--- config.mk ---
export PLATFORM = sky130hd
export DESIGN_NAME = des_perm_pipe
export DESIGN_NICKNAME = d
export VERILOG_FILES = /design/src/rtl/des_perm_pipe.sv
export SDC_FILE = /design/constraint.sdc
export NUM_CORES = 1
export LEC_CHECK = 0
export BUFFER_PORTS_ARGS = -buffer_cell sky130_fd_sc_hd__buf_2
export CELL_PAD_IN_SITES_DETAIL_PLACEMENT = 1
export CELL_PAD_IN_SITES_GLOBAL_PLACEMENT = 2
export CORE_MARGIN = 1
export CORE_UTILIZATION = 34
export CTS_CLUSTER_DIAMETER = 100
export DETAILED_ROUTE_END_ITERATION = 6
export HOLD_SLACK_MARGIN = 0.02
export PLACE_DENSITY = 0.87
export SETUP_SLACK_MARGIN = 0.5
export SYNTH_ARGS = -nofsm -noshare
export SYNTH_HDL_FRONTEND = slang
export SYNTH_SLANG_ARGS = --single-unit
--- constraint.sdc ---
create_clock -name clk -period 2.9 [get_ports clk]
set_input_delay 0.435 -clock clk [delete_from_list [all_inputs] [get_ports clk]]
set_output_delay 0.435 -clock clk [all_outputs]
set_load 0.005 [all_outputs]
--- src/rtl/des_perm_pipe.sv ---
// DES IP / IP^-1 bit-permutation unit with optional half swap.
// Ports: in_* valid/ready input side, out_* result side, busy, done_cnt.
module des_perm_pipe #(
  parameter int PIPE_STAGES = 2,
  parameter int TAG_W       = 4,
  parameter int CNT_W       = 16
) (
  input  logic             clk,
  input  logic             rst,
  input  logic             in_valid,
  output logic             in_ready,
  input  logic             in_mode,
  input  logic             in_swap,
  input  logic [31:0]      in_left,
  input  logic [31:0]      in_right,
  input  logic [TAG_W-1:0] in_tag,
  output logic             out_valid,
  input  logic             out_ready,
  output logic [63:0]      out_data,
  output logic [TAG_W-1:0] out_tag,
  output logic             busy,
  output logic [CNT_W-1:0] done_cnt
);

  localparam int S = PIPE_STAGES;

  // Source bit (1 = MSB) for each output bit n = 1..64.
  localparam int IP_T [0:63] = '{
    58, 50, 42, 34, 26, 18, 10, 2,
    60, 52, 44, 36, 28, 20, 12, 4,
    62, 54, 46, 38, 30, 22, 14, 6,
    64, 56, 48, 40, 32, 24, 16, 8,
    57, 49, 41, 33, 25, 17, 9,  1,
    59, 51, 43, 35, 27, 19, 11, 3,
    61, 53, 45, 37, 29, 21, 13, 5,
    63, 55, 47, 39, 31, 23, 15, 7
  };

  localparam int FP_T [0:63] = '{
    40, 8, 48, 16, 56, 24, 64, 32,
    39, 7, 47, 15, 55, 23, 63, 31,
    38, 6, 46, 14, 54, 22, 62, 30,
    37, 5, 45, 13, 53, 21, 61, 29,
    36, 4, 44, 12, 52, 20, 60, 28,
    35, 3, 43, 11, 51, 19, 59, 27,
    34, 2, 42, 10, 50, 18, 58, 26,
    33, 1, 41, 9,  49, 17, 57, 25
  };

  function automatic logic [63:0] permute(
    input logic [63:0] w,
    input logic        inv
  );
    logic [63:0] p;
    logic [5:0]  src;
    logic [5:0]  dst;
    p = '0;
    for (int n = 0; n < 64; n++) begin
      src = inv ? 6'(64 - FP_T[n]) : 6'(64 - IP_T[n]);
      dst = 6'(63 - n);
      p[dst] = w[src];
    end
    return p;
  endfunction

  logic [S-1:0]     v;
  logic [63:0]      d [S];
  logic [TAG_W-1:0] t [S];
  logic [S-1:0]     ld;
  logic [63:0]      word;
  logic [63:0]      perm;
  logic [CNT_W-1:0] cnt;

  assign word = in_swap ? {in_right, in_left}
                        : {in_left, in_right};
  assign perm = permute(word, in_mode);

  // Stage k can load iff some stage at or after k is empty,
  // or the consumer takes the last stage this cycle.
  always_comb begin
    logic hole;
    ld   = '0;
    hole = out_ready;
    for (int k = S - 1; k >= 0; k--) begin
      hole  = hole | ~v[k];
      ld[k] = hole;
    end
  end

  always_ff @(posedge clk) begin
    if (rst) begin
      v   <= '0;
      cnt <= '0;
      for (int k = 0; k < S; k++) begin
        d[k] <= '0;
        t[k] <= '0;
      end
    end else begin
      if (ld[0]) begin
        v[0] <= in_valid;
        d[0] <= perm;
        t[0] <= in_tag;
      end
      for (int k = 1; k < S; k++) begin
        if (ld[k]) begin
          v[k] <= v[k-1];
          d[k] <= d[k-1];
          t[k] <= t[k-1];
        end
      end
      if (v[S-1] && out_ready)
        cnt <= cnt + 1'b1;
    end
  end

  assign in_ready  = ld[0];
  assign out_valid = v[S-1];
  assign out_data  = d[S-1];
  assign out_tag   = t[S-1];
  assign busy      = |v;
  assign done_cnt  = cnt;

endmodule

==> metrics.txt <==
# TYPE chip_impl_metric gauge
chip_impl_metric{name="timing.final.crit_share",unit=""} 0.691
chip_impl_metric{name="number_of_setup_violations_in_the_final_report",unit=""} 0
chip_impl_metric{name="power.density",unit="nW/um^2"} 585
chip_impl_metric{name="ff_latch_area",unit="um^2"} 4440
chip_impl_metric{name="leakagePower",unit="nW"} 3.72
chip_impl_metric{name="clock-skew-final",unit="ns"} 0.00736
chip_impl_metric{name="placedCellCount",unit=""} 881
chip_impl_metric{name="post_drt_wl_per_cell",unit="um"} 18.2
chip_impl_metric{name="ioPinCount",unit=""} 161
chip_impl_metric{name="post_cts_resize_count",unit=""} 0
chip_impl_metric{name="detailedRoute.firstIterationViolations",unit=""} 274
chip_impl_metric{name="netlist-cell-type-count",unit=""} 34
chip_impl_info{name="ctsRootBufferMaster",value="sky130_fd_sc_hd__clkbuf_16"} 1
chip_impl_metric{name="timing_hold_violations_final",unit=""} 0
chip_impl_info{name="predominant_post_synthesis_flop_cell",value="sky130_fd_sc_hd__edfxtp_1"} 1
chip_impl_info{name="critical_path.reg2reg.endpoint",value="d[0][48]"} 1
chip_impl_metric{name="layout_min_cycle_time",unit="ns"} 2.00
chip_impl_info{name="worstSetupEndpointType",value="register"} 1
chip_impl_metric{name="die_area",unit="um^2"} 23600
chip_impl_metric{name="grt_antenna_before_repair",unit=""} 4
chip_impl_metric{name="fillers",unit=""} 2348
chip_impl_metric{name="grt_start_max_net_pins",unit=""} 91
chip_impl_metric{name="grt_total_usage",unit=""} 0.147
chip_impl_metric{name="r2r.worst_path.cells",unit=""} 4
chip_impl_metric{name="numPortBuffers",unit=""} 160
chip_impl_metric{name="postLayoutCellArea",unit="um^2"} 8990
chip_impl_metric{name="detail-route-antenna-nets",unit=""} 0
chip_impl_info{name="synth_area_leaders",value="sky130_fd_sc_hd__edfxtp_1, sky130_fd_sc_hd__mux4_2, sky130_fd_sc_hd__and2_1"} 1
chip_impl_metric{name="fin_cells",unit=""} 917
chip_impl_metric{name="tns",unit="ns"} 0
chip_impl_metric{name="postCtsSetupRepairBufs",unit=""} 0
chip_impl_metric{name="global_route_wire_length_before_repair",unit="um"} 26300
chip_impl_metric{name="grt_pass1_vias",unit=""} 4694
chip_impl_metric{name="seq_area_frac_synth",unit=""} 0.570
chip_impl_info{name="crit_path_start",value="v[1]"} 1
chip_impl_metric{name="ys_async_sr_fraction",unit=""} 0
chip_impl_metric{name="postPlaceCellArea",unit="um^2"} 8410
chip_impl_info{name="rsz0062_at_grt",value="no"} 1
chip_impl_metric{name="post_placement_setup_slack",unit="ns"} 0.665
chip_impl_info{name="outcome",value="finished, final reports clean"} 1
chip_impl_metric{name="ys_warn_count",unit=""} 0
chip_impl_metric{name="cts.sinks",unit=""} 154
chip_impl_metric{name="drive_above_1_share",unit=""} 0.422
chip_impl_metric{name="number_of_enable_flip_flop_cells_after_synthesis",unit=""} 136
chip_impl_metric{name="clock_tree.htree_level_count",unit=""} 4
chip_impl_metric{name="final_critical_path_setup_slack",unit="ns"} 0.896
chip_impl_metric{name="flip_flop_and_latch_count_after_synthesis",unit=""} 154
chip_impl_metric{name="max_cap_viol_count",unit=""} 0
chip_impl_metric{name="start_util",unit=""} 0.346
chip_impl_metric{name="syn-num-nets",unit=""} 603
chip_impl_info{name="synth_commonest_cells",value="sky130_fd_sc_hd__edfxtp_1, sky130_fd_sc_hd__and2_1, sky130_fd_sc_hd__buf_4"} 1
chip_impl_metric{name="required",unit="ns"} 2.95
chip_impl_metric{name="mappedNetlistArea",unit="um^2"} 7800
chip_impl_info{name="cts_tree",value="yes"} 1
chip_impl_info{name="crit-reg2reg-launch",value="v[1]"} 1
chip_impl_metric{name="final-max-slew-violation-count",unit=""} 0
chip_impl_metric{name="numCtsBuffers",unit=""} 17
chip_impl_metric{name="multi_input_gate_area_in_the_final_layout",unit="um^2"} 2700
chip_impl_metric{name="routed-via-count",unit=""} 4433
chip_impl_metric{name="hpwlAfterDp",unit="um"} 12300
chip_impl_metric{name="die_height",unit="um"} 153
chip_impl_info{name="min_path_type",value="input pin to register"} 1
chip_impl_metric{name="post_cts_hold_buffer_count",unit=""} 0
chip_impl_metric{name="die_w",unit="um"} 153
chip_impl_metric{name="core_region_area",unit="um^2"} 22600
chip_impl_metric{name="cts.reportedPaths.clkPinSlew",unit="ns"} 0.06
chip_impl_info{name="library_cell_occupying_the_most_area_in_the_post_synthesis_netlist",value="sky130_fd_sc_hd__edfxtp_1"} 1
chip_impl_metric{name="setup.reg_to_reg.worst_slack",unit="ns"} 0.90
chip_impl_metric{name="first_pass_iters",unit=""} 4
chip_impl_info{name="type_of_the_worst_setup_path",value="register to register"} 1
chip_impl_info{name="critical_path.endpoint",value="d[0][48]"} 1
chip_impl_metric{name="route.final.wire_length",unit="um"} 16600
chip_impl_info{name="synth_most_common_cell",value="sky130_fd_sc_hd__edfxtp_1"} 1
chip_impl_metric{name="synthesis.instances",unit=""} 528
chip_impl_metric{name="netlist.area_leader.share",unit=""} 0.524
chip_impl_metric{name="gp_routability_congestion",unit=""} 0.863
chip_impl_metric{name="clock.fmax",unit="MHz"} 499
chip_impl_metric{name="number_of_buffers_between_clock_root_and_the_deepest_sink",unit=""} 2
chip_impl_metric{name="syn-mean-instance-area",unit="um^2"} 14.8
chip_impl_metric{name="timing.critical_path.arrival",unit="ns"} 2.05
chip_impl_metric{name="ir_worst_vdd",unit="V"} 0.000340
chip_impl_metric{name="area_growth_syn_to_layout",unit="%"} 15.2
chip_impl_metric{name="insertion_delay",unit="ns"} 0.42
chip_impl_metric{name="finish.net_count",unit=""} 690
chip_impl_metric{name="relative_slew_margins",unit=""} 0.411
chip_impl_metric{name="via_per_inst",unit=""} 4.83
chip_impl_info{name="startpoint_class",value="register"} 1
chip_impl_metric{name="drc",unit=""} 0
chip_impl_metric{name="worst-slew-pin-transition",unit="ns"} 0.884
chip_impl_metric{name="placementRows",unit=""} 55
chip_impl_metric{name="timing.critical_path.fanout_max",unit=""} 68
chip_impl_metric{name="grt-ovfl-total",unit=""} 0
chip_impl_metric{name="p_total",unit="mW"} 5.26
[cells in the final DEF, fill, tap and decap left out, types with 4 or more instances in the layout]
master and instances:
sky130_fd_sc_hd__and2_1 133, sky130_fd_sc_hd__buf_12 4, sky130_fd_sc_hd__buf_2 159, sky130_fd_sc_hd__nor2_1 18, sky130_fd_sc_hd__nand3_1 5, sky130_fd_sc_hd__a21oi_1 5
sky130_fd_sc_hd__xor2_1 8, sky130_fd_sc_hd__inv_6 4, sky130_fd_sc_hd__clkbuf_16 17, sky130_fd_sc_hd__edfxtp_1 136, sky130_fd_sc_hd__dfxtp_1 18, sky130_fd_sc_hd__nand4_1 7
sky130_fd_sc_hd__nand2_1 7, sky130_fd_sc_hd__mux4_2 60, sky130_fd_sc_hd__buf_4 4, sky130_fd_sc_hd__diode_2 4, sky130_fd_sc_hd__mux2i_1 4
[sequential cells by signal (all words and copies together), names as in the netlist]
| register | flops |
|---|---|
| d | 128 |
| done_cnt | 16 |
| t | 8 |
| v | 2 |
[worst min-delay path by stage]
stage / from / endpoint / slack [ns] / depth (start not counted)
after global routing: in_valid / v[0] / 0.25 / 3
after floorplan: done_cnt[14] / done_cnt[14] / 0.48 / 2
after global placement: done_cnt[14] / done_cnt[14] / 0.48 / 2
final: in_valid / v[0] / 0.25 / 3
after CTS: in_valid / v[0] / 0.23 / 3
after detailed placement: done_cnt[13] / done_cnt[13] / 0.50 / 2
[cells by family after synthesis]
| kind of cell | after synthesis | synth area share |
|---|---|---|
| simple gates | 187 | 0.143 |
| flops | 154 | 0.570 |
| buf+inv | 100 | 0.0858 |
| mux | 64 | 0.178 |
| compound gates | 11 | 0.00898 |
| xor+xnor | 11 | 0.0124 |
| fa+ha+maj | 1 | 0.00160 |
[worst max-delay path, stage by stage (launching register included)]
cell and delay [ns]:
sky130_fd_sc_hd__dfxtp_1 0.38, sky130_fd_sc_hd__and2b_2 0.29, sky130_fd_sc_hd__nand2_1 0.12, sky130_fd_sc_hd__or2_2 0.12
sky130_fd_sc_hd__buf_4 0.65
[cell type report]
cell class                      count  area share
Sequential cell                   154       0.494
Multi-Input combinational cell    274       0.301
Timing Repair Buffer              167       0.101
Clock buffer                       18      0.0477
Tap cell                          285      0.0397
Clock inverter                     14      0.0153
Antenna cell                        4     0.00111
Inverter                            1    0.000418
[routing by layer]
| metal | global-route usage | wire (um) |
|---|---|---|
| met5 | 0 | 0 |
| met4 | 0.0800 | 470 |
| met3 | 0.0332 | 698 |
| met2 | 0.252 | 8790 |
| met1 | 0.171 | 6680 |
[report_power, final]
group	internal [mW]	total (mW)	leakage [nW]	switching, mW
combinational	0.287	0.526	1.71	0.239
clock	1.20	2.12	0.272	0.920
sequential	2.57	2.61	1.74	0.0427
[per-stage QoR]
step	utilization	hold slack, ns
after detailed placement	0.373	0.504
after global routing	0.398	0.251
after CTS	0.398	0.229
after global placement	0.373	0.478
after floorplan	-	0.481
final	0.398	0.248
Power figures use the tool's default switching activity.
